--- src/rtl/debam_eval_ctrl_pkg.sv ---
// debam_eval_ctrl_pkg: states, LFSR constants and per-sample percent width shared by the accuracy sequencer
package debam_eval_ctrl_pkg;
  localparam logic [15:0] LFSR_SEED = 16'hACE1;
  localparam logic [15:0] LFSR_TAPS = 16'hB400;
  localparam int PCT_W = 23;
  typedef enum logic [3:0] {IDLE, LOAD, SETTLE, MUL, CHECK, DIV_PCT, ACC, DIV_EFF, FINISH} state_t;
  function automatic logic [15:0] lfsr_step(input logic [15:0] l);
    return {l[14:0], ^(l & LFSR_TAPS)};
  endfunction
endpackage

--- src/rtl/debam_eval_ctrl_div.sv ---
// debam_eval_ctrl_div: restoring divider, one quotient bit per cycle over DIV_W cycles; x/0 yields all ones
module debam_eval_ctrl_div #(
  parameter int DIV_W = 40,
  parameter int Q_W = 24
) (
  input  logic             clk,
  input  logic             rst_n,
  input  logic             start,
  input  logic [DIV_W-1:0] dividend,
  input  logic [DIV_W-1:0] divisor,
  output logic [Q_W-1:0]   quotient,
  output logic             done
);
  localparam int CW = $clog2(DIV_W + 1);
  logic [DIV_W-1:0] rem, dvs, qr, rem_src, q_src, dvs_src, rem_nxt;
  logic [DIV_W:0] trial;
  logic [CW-1:0] cnt;
  logic ge;
  // the first iteration runs on the start edge so done lands in the DIV_W-th wait cycle
  always_comb begin
    rem_src = start ? '0 : rem;
    q_src = start ? dividend : qr;
    dvs_src = start ? divisor : dvs;
    trial = {rem_src, q_src[DIV_W-1]};
    ge = trial >= {1'b0, dvs_src};
    rem_nxt = ge ? DIV_W'(trial - {1'b0, dvs_src}) : trial[DIV_W-1:0];
  end
  always_ff @(posedge clk or negedge rst_n)
    if (!rst_n) begin
      rem <= '0;
      dvs <= '0;
      qr <= '0;
      cnt <= '0;
      done <= 1'b0;
    end else begin
      done <= start ? (DIV_W == 1) : (cnt == CW'(1));
      if (start || cnt != '0) begin
        rem <= rem_nxt;
        qr <= {q_src[DIV_W-2:0], ge};
        dvs <= dvs_src;
        cnt <= start ? CW'(DIV_W - 1) : cnt - CW'(1);
      end
    end
  assign quotient = qr[Q_W-1:0];
endmodule

--- src/rtl/debam_eval_ctrl.sv ---
// debam_eval_ctrl: drives the external approximate multiplier and reports mean accuracy percent over SAMPLES pairs
module debam_eval_ctrl
  import debam_eval_ctrl_pkg::*;
#(
  parameter int SAMPLES = 100,
  parameter int DIV_W = 40
) (
  input  logic        clk,
  input  logic        rst_n,
  input  logic        start,
  input  logic        op_mode,
  input  logic [15:0] seed,
  input  logic [7:0]  fixed_a,
  input  logic [7:0]  fixed_b,
  output logic [7:0]  mul_a,
  output logic [7:0]  mul_b,
  input  logic [15:0] mul_q,
  output logic        busy,
  output logic        done,
  output logic [23:0] eff
);
  state_t state, state_nxt;
  logic [15:0] lfsr, p, s, cnt, cnt_nxt;
  logic [2:0] k;
  logic [PCT_W-1:0] pct;
  logic [38:0] sum, sum_nxt;
  logic last, div_start, div_done;
  logic [DIV_W-1:0] div_dvd, div_dvs;
  logic [23:0] div_q;
  debam_eval_ctrl_div #(.DIV_W(DIV_W), .Q_W(24)) u_div (
    .clk(clk), .rst_n(rst_n), .start(div_start), .dividend(div_dvd),
    .divisor(div_dvs), .quotient(div_q), .done(div_done)
  );
  always_comb begin
    cnt_nxt = cnt + 16'd1;
    sum_nxt = sum + 39'(pct);
    last = cnt_nxt == 16'(SAMPLES);
    div_start = 1'b0;
    div_dvd = DIV_W'(p) * DIV_W'(100);
    div_dvs = DIV_W'(s);
    state_nxt = state;
    case (state)
      IDLE:    state_nxt = start ? (SAMPLES == 0 ? FINISH : LOAD) : IDLE;
      LOAD:    state_nxt = SETTLE;
      SETTLE:  state_nxt = MUL;
      MUL:     state_nxt = k == 3'd7 ? CHECK : MUL;
      CHECK: begin
        div_start = p != s && s != '0;
        state_nxt = div_start ? DIV_PCT : ACC;
      end
      DIV_PCT: state_nxt = div_done ? ACC : DIV_PCT;
      ACC: begin
        div_start = last;
        div_dvd = DIV_W'(sum_nxt);
        div_dvs = DIV_W'(cnt_nxt);
        state_nxt = last ? DIV_EFF : LOAD;
      end
      DIV_EFF: state_nxt = div_done ? FINISH : DIV_EFF;
      FINISH:  state_nxt = IDLE;
      default: state_nxt = IDLE;
    endcase
  end
  assign done = state == FINISH;
  always_ff @(posedge clk or negedge rst_n)
    if (!rst_n) state <= IDLE;
    else state <= state_nxt;
  always_ff @(posedge clk or negedge rst_n)
    if (!rst_n) begin
      lfsr <= LFSR_SEED;
      mul_a <= '0;
      mul_b <= '0;
      p <= '0;
      s <= '0;
      k <= '0;
      pct <= '0;
      sum <= '0;
      cnt <= '0;
      eff <= '0;
      busy <= 1'b0;
    end else
      case (state)
        IDLE: if (start) begin
          lfsr <= seed == '0 ? LFSR_SEED : seed;
          sum <= '0;
          cnt <= '0;
          eff <= '0;
          busy <= 1'b1;
        end
        LOAD: if (!op_mode) begin
          lfsr <= lfsr_step(lfsr);
          {mul_a, mul_b} <= lfsr_step(lfsr);
        end else begin
          mul_a <= fixed_a;
          mul_b <= fixed_b;
        end
        SETTLE: begin
          p <= mul_q;
          s <= '0;
          k <= '0;
        end
        MUL: begin
          s <= s + (mul_b[k] ? 16'(mul_a) << k : 16'd0);
          k <= k + 3'd1;
        end
        CHECK:   pct <= p == s ? PCT_W'(100) : '0;
        DIV_PCT: if (div_done) pct <= div_q[PCT_W-1:0];
        ACC: begin
          sum <= sum_nxt;
          cnt <= cnt_nxt;
        end
        DIV_EFF: if (div_done) eff <= div_q;
        FINISH:  busy <= 1'b0;
        default: ;
      endcase
endmodule

--- config.mk ---
export PLATFORM = sky130hd
export DESIGN_NAME = debam_eval_ctrl
export DESIGN_NICKNAME = d
export VERILOG_FILES = /design/src/rtl/debam_eval_ctrl_pkg.sv /design/src/rtl/debam_eval_ctrl_div.sv /design/src/rtl/debam_eval_ctrl.sv
export SDC_FILE = /design/constraint.sdc
export NUM_CORES = 1
export LEC_CHECK = 0
export ABC_AREA = 1
export CAP_MARGIN = 20
export CORE_MARGIN = 5
export CORE_UTILIZATION = 50
export DETAILED_ROUTE_END_ITERATION = 10
export GPL_TIMING_DRIVEN = 0
export PLACE_DENSITY = 0.76
export SYNTH_ARGS = -nofsm -noshare
export SYNTH_HDL_FRONTEND = slang
export SYNTH_SLANG_ARGS = --single-unit
--- constraint.sdc ---
create_clock -name clk -period 4.15 [get_ports clk]
set_clock_uncertainty 0.05 [all_clocks]
set_input_delay 0.6225 -clock clk [delete_from_list [all_inputs] [get_ports clk]]
set_output_delay 0.6225 -clock clk [all_outputs]
set_load 0.02 [all_outputs]
==> flow_summary.yaml <==
synth:
  syn-num-nets: 2942
  ys_types: 63
  synth_compound_gate_area_share: 0.167
  synth-simple-area-share: 0.239
  synth_top_cell_area_share: 0.363
  synthFlopType: "dfrtp_1"
  synth_warnings: 0
  synth.mux.area_fraction: 0.00384
  syn_inst: 2742
  ys_top_cells_by_count: "nand2_1 (575), inv_1 (421), dfrtp_1 (293)"
  yosysMostFrequentCell: "nand2_1"
  syn_area_sq_um: 20200
  async_reset_ff_frac: 1.00
  synth_area_leaders: "dfrtp_1 (36%), nand2_1 (11%), ha_1 (8.3%)"
  yosys.area_share.adder: 0.0968
  synth_top_family_by_area: "simple AND/OR/NAND/NOR gates"
  synthXorXnorAreaFrac: 0.0212
  synth.ff_latch_count: 301
  yosysTopAreaCell: "dfrtp_1"
  synth_edf_count: 0
  syn_avg_cell_area_sq_um: 7.37
  ys_seq_area_frac: 0.373
detailed_routing:
  dr.pass1.iters: 6
  via_per_inst: 5.74
  vias: 19926
  ant_nets: 0
  wl_per_cell_um: 19.4
  drtIter0Drc: 1919
  route.detailed.drc: 0
  totalWireLength_mm: 67.4
global_routing:
  grt_pass1_wl_mm: 105
  grtUsageTotal: 0.293
  globalRouteOverflowTotal: 0
  antenna_found_initial: 0
  grt_pass1_vias: 19704
  grt_max_degree: 120
floorplan:
  io_pins: 94
  die-area_sq_um: 44600
  fp.dieW_um: 211
  coreArea_sq_um: 39900
  die_y_um: 211
  start_util: 0.507
  row_count: 73
placed_design:
  io_buffers: 92
  globalplace.congestion: 0.975
  dpl.hpwl_mm: 49.0
  placed_cell_area_sq_um: 21900
clock_network:
  cts_root_buf: "clkbuf_16"
  cts_buffer_depth: 3
  clock-sinks: 301
  cts_made_buffers: 36
  clock_latency_ns: 0.57
  cts_htree_levels: 2
  path_clk_slew_ns: 0.07
  cts_tree: "done"
critical_path:
  cp_max_fo: 7
  path_class: "reg -> reg"
  slowest_stage: "dfrtp_1"
  required_ns: 4.59
  path_buf_inv: 7
  crit_path_start_kind: "register"
  path_common_cell: "nand3_2"
  r2r_slack_ns: -0.41
  cp.arrival_ns: 5.00
  crit_start: "cnt[1]$_DFFE_PN0P_"
  r2r-start: "cnt[1]$_DFFE_PN0P_"
  slowest_delay_ns: 0.40
  cp_top_family: "simple AND/OR/NAND/NOR gates"
  critPathCaptureType: "register"
timing:
  report.final.slew_viol_count: 0
  slew_headroom: 0.329
  setup_viol: 41
  period_minus_slack_ns: 4.56
  min_period_over_period: 1.10
  tightest_slew_ns: 1.01
  rsz0062_at_grt: "true"
  hold_viol: 0
  fmax_mhz: 219
  setup_slack_ns: -0.414
power:
  p_leak_nw: 12.0
  powerDensity_nw_per_um2: 1010
  fin_total_pwr_mw: 24.7
  irDropWorstVdd_uv: 858
layout:
  postLayoutCellArea_sq_um: 24500
  num_antenna_cells: 0
  layout-drive-gt1-share: 0.119
  nets: 3123
  syn_to_final_growth_pct: 21.0
status:
  status: "finished with violations"
  violations: "setup timing"
worst_hold_path:
  hold_class: "in -> async"
flow_run:
  maxCapViolations: 0
[logic make-up after synthesis]
family / Yosys count
xor gates and xnor gates: 49
buffers and inverters: 520
adders and majority gates: 148
and+or+nand+nor: 1131
DFF: 301
muxes: 7
AOI/OAI and AO/OA: 586
[power breakdown]
group          switching, mW  internal [mW]
Combinational           10.0           6.35
Clock                   1.36           1.89
Sequential             0.952           4.15
Total                   12.3           12.4
[per-stage QoR]
stage	std cells	hold WS [ns]	util	worst slack, ns	TNS, ns
floorplan	2742	0.277	-	0.0195	0
global placement	3359	0.404	0.546	-10.77	-3252.89
detailed placement	3361	0.409	0.548	-1.53	-53.02
CTS	3451	0.0906	0.594	-0.307	-10.21
global route	3474	0.146	0.613	-0.697	-26.20
finish	3474	0.0618	0.613	-0.414	-14.70
[flip-flops by register name (all words and copies together), names as in the netlist]
| name | cells |
|---|---|
| busy | 1 |
| u_div.dvs | 40 |
| u_div.done | 1 |
| u_div.qr | 40 |
| s | 16 |
| sum | 39 |
| lfsr | 16 |
| k | 3 |
| mul_b | 8 |
| u_div.cnt | 6 |
| u_div.rem | 40 |
| pct | 23 |
| mul_a | 8 |
| p | 16 |
| state | 4 |
| eff | 24 |
| cnt | 16 |
[repair_timing]
action	CTS	global route
resized for setup	117	144
setup endpoints to repair	43	51
gates cloned	2	2
pin swaps	18	49
setup buffers	24	22
hold buffers	0	0
[path summary, 6_finish.rpt]
kind | to | cells after the start
max | u_div.rem[20]$_DFFE_PN0P_ | 31
min | p[14]$_DFFE_PN0P_ | 1
max reg2reg | u_div.rem[20]$_DFFE_PN0P_ | 31
min reg2reg | u_div.dvs[35]$_DFFE_PN0P_ | 2
max in group asynchronous | k[1]$_DFFE_PN0P_ | 2
min in group clk | u_div.dvs[35]$_DFFE_PN0P_ | 2
[cells in the final DEF (no fill, tap or decap), types with 9 or more instances in the layout]
cell	Yosys	routed
nand2_1	575	551
inv_1	421	416
dfrtp_1	293	290
nor2_1	249	233
o21ai_0	226	190
nand3_1	198	186
a21oi_1	162	149
ha_1	134	109
clkdlybuf4s50_1	0	91
clkbuf_1	70	55
buf_4	2	49
clkbuf_16	0	43
o22ai_1	42	42
o21ai_1	12	32
xor2_1	33	31
a31oi_1	34	29
o211ai_1	26	26
nor3_1	28	25
nand2_2	3	24
nand4_1	18	18
ha_4	0	18
nor2_2	2	17
nand3_2	11	15
o21ai_2	0	15
or2_2	15	15
a21oi_2	4	15
o221ai_1	14	14
clkbuf_8	0	13
fa_1	14	13
o21a_1	12	12
xnor2_1	16	12
nor4_1	10	10
inv_2	6	9
a21o_1	9	9
[per-layer routing]
metal  up-vias  track usage  part of all wire
li1       9403            -                 -
met1      9533        0.382              0.41
met2       784        0.483              0.47
met3       206       0.0416             0.068
met4         0        0.135             0.051
met5         -            0                 0
[final cells by class]
class                           instances  area, sq um
Buffer                                 88          597
Clock buffer                           55         1090
Clock inverter                          9          105
Fill cell                            3542        15400
Inverter                              431         1630
Multi-Input combinational cell       1921        11400
Sequential cell                       301         7550
Tap cell                              525          657
Timing Repair Buffer                  144         1420
(Power assumes the default switching activity.)
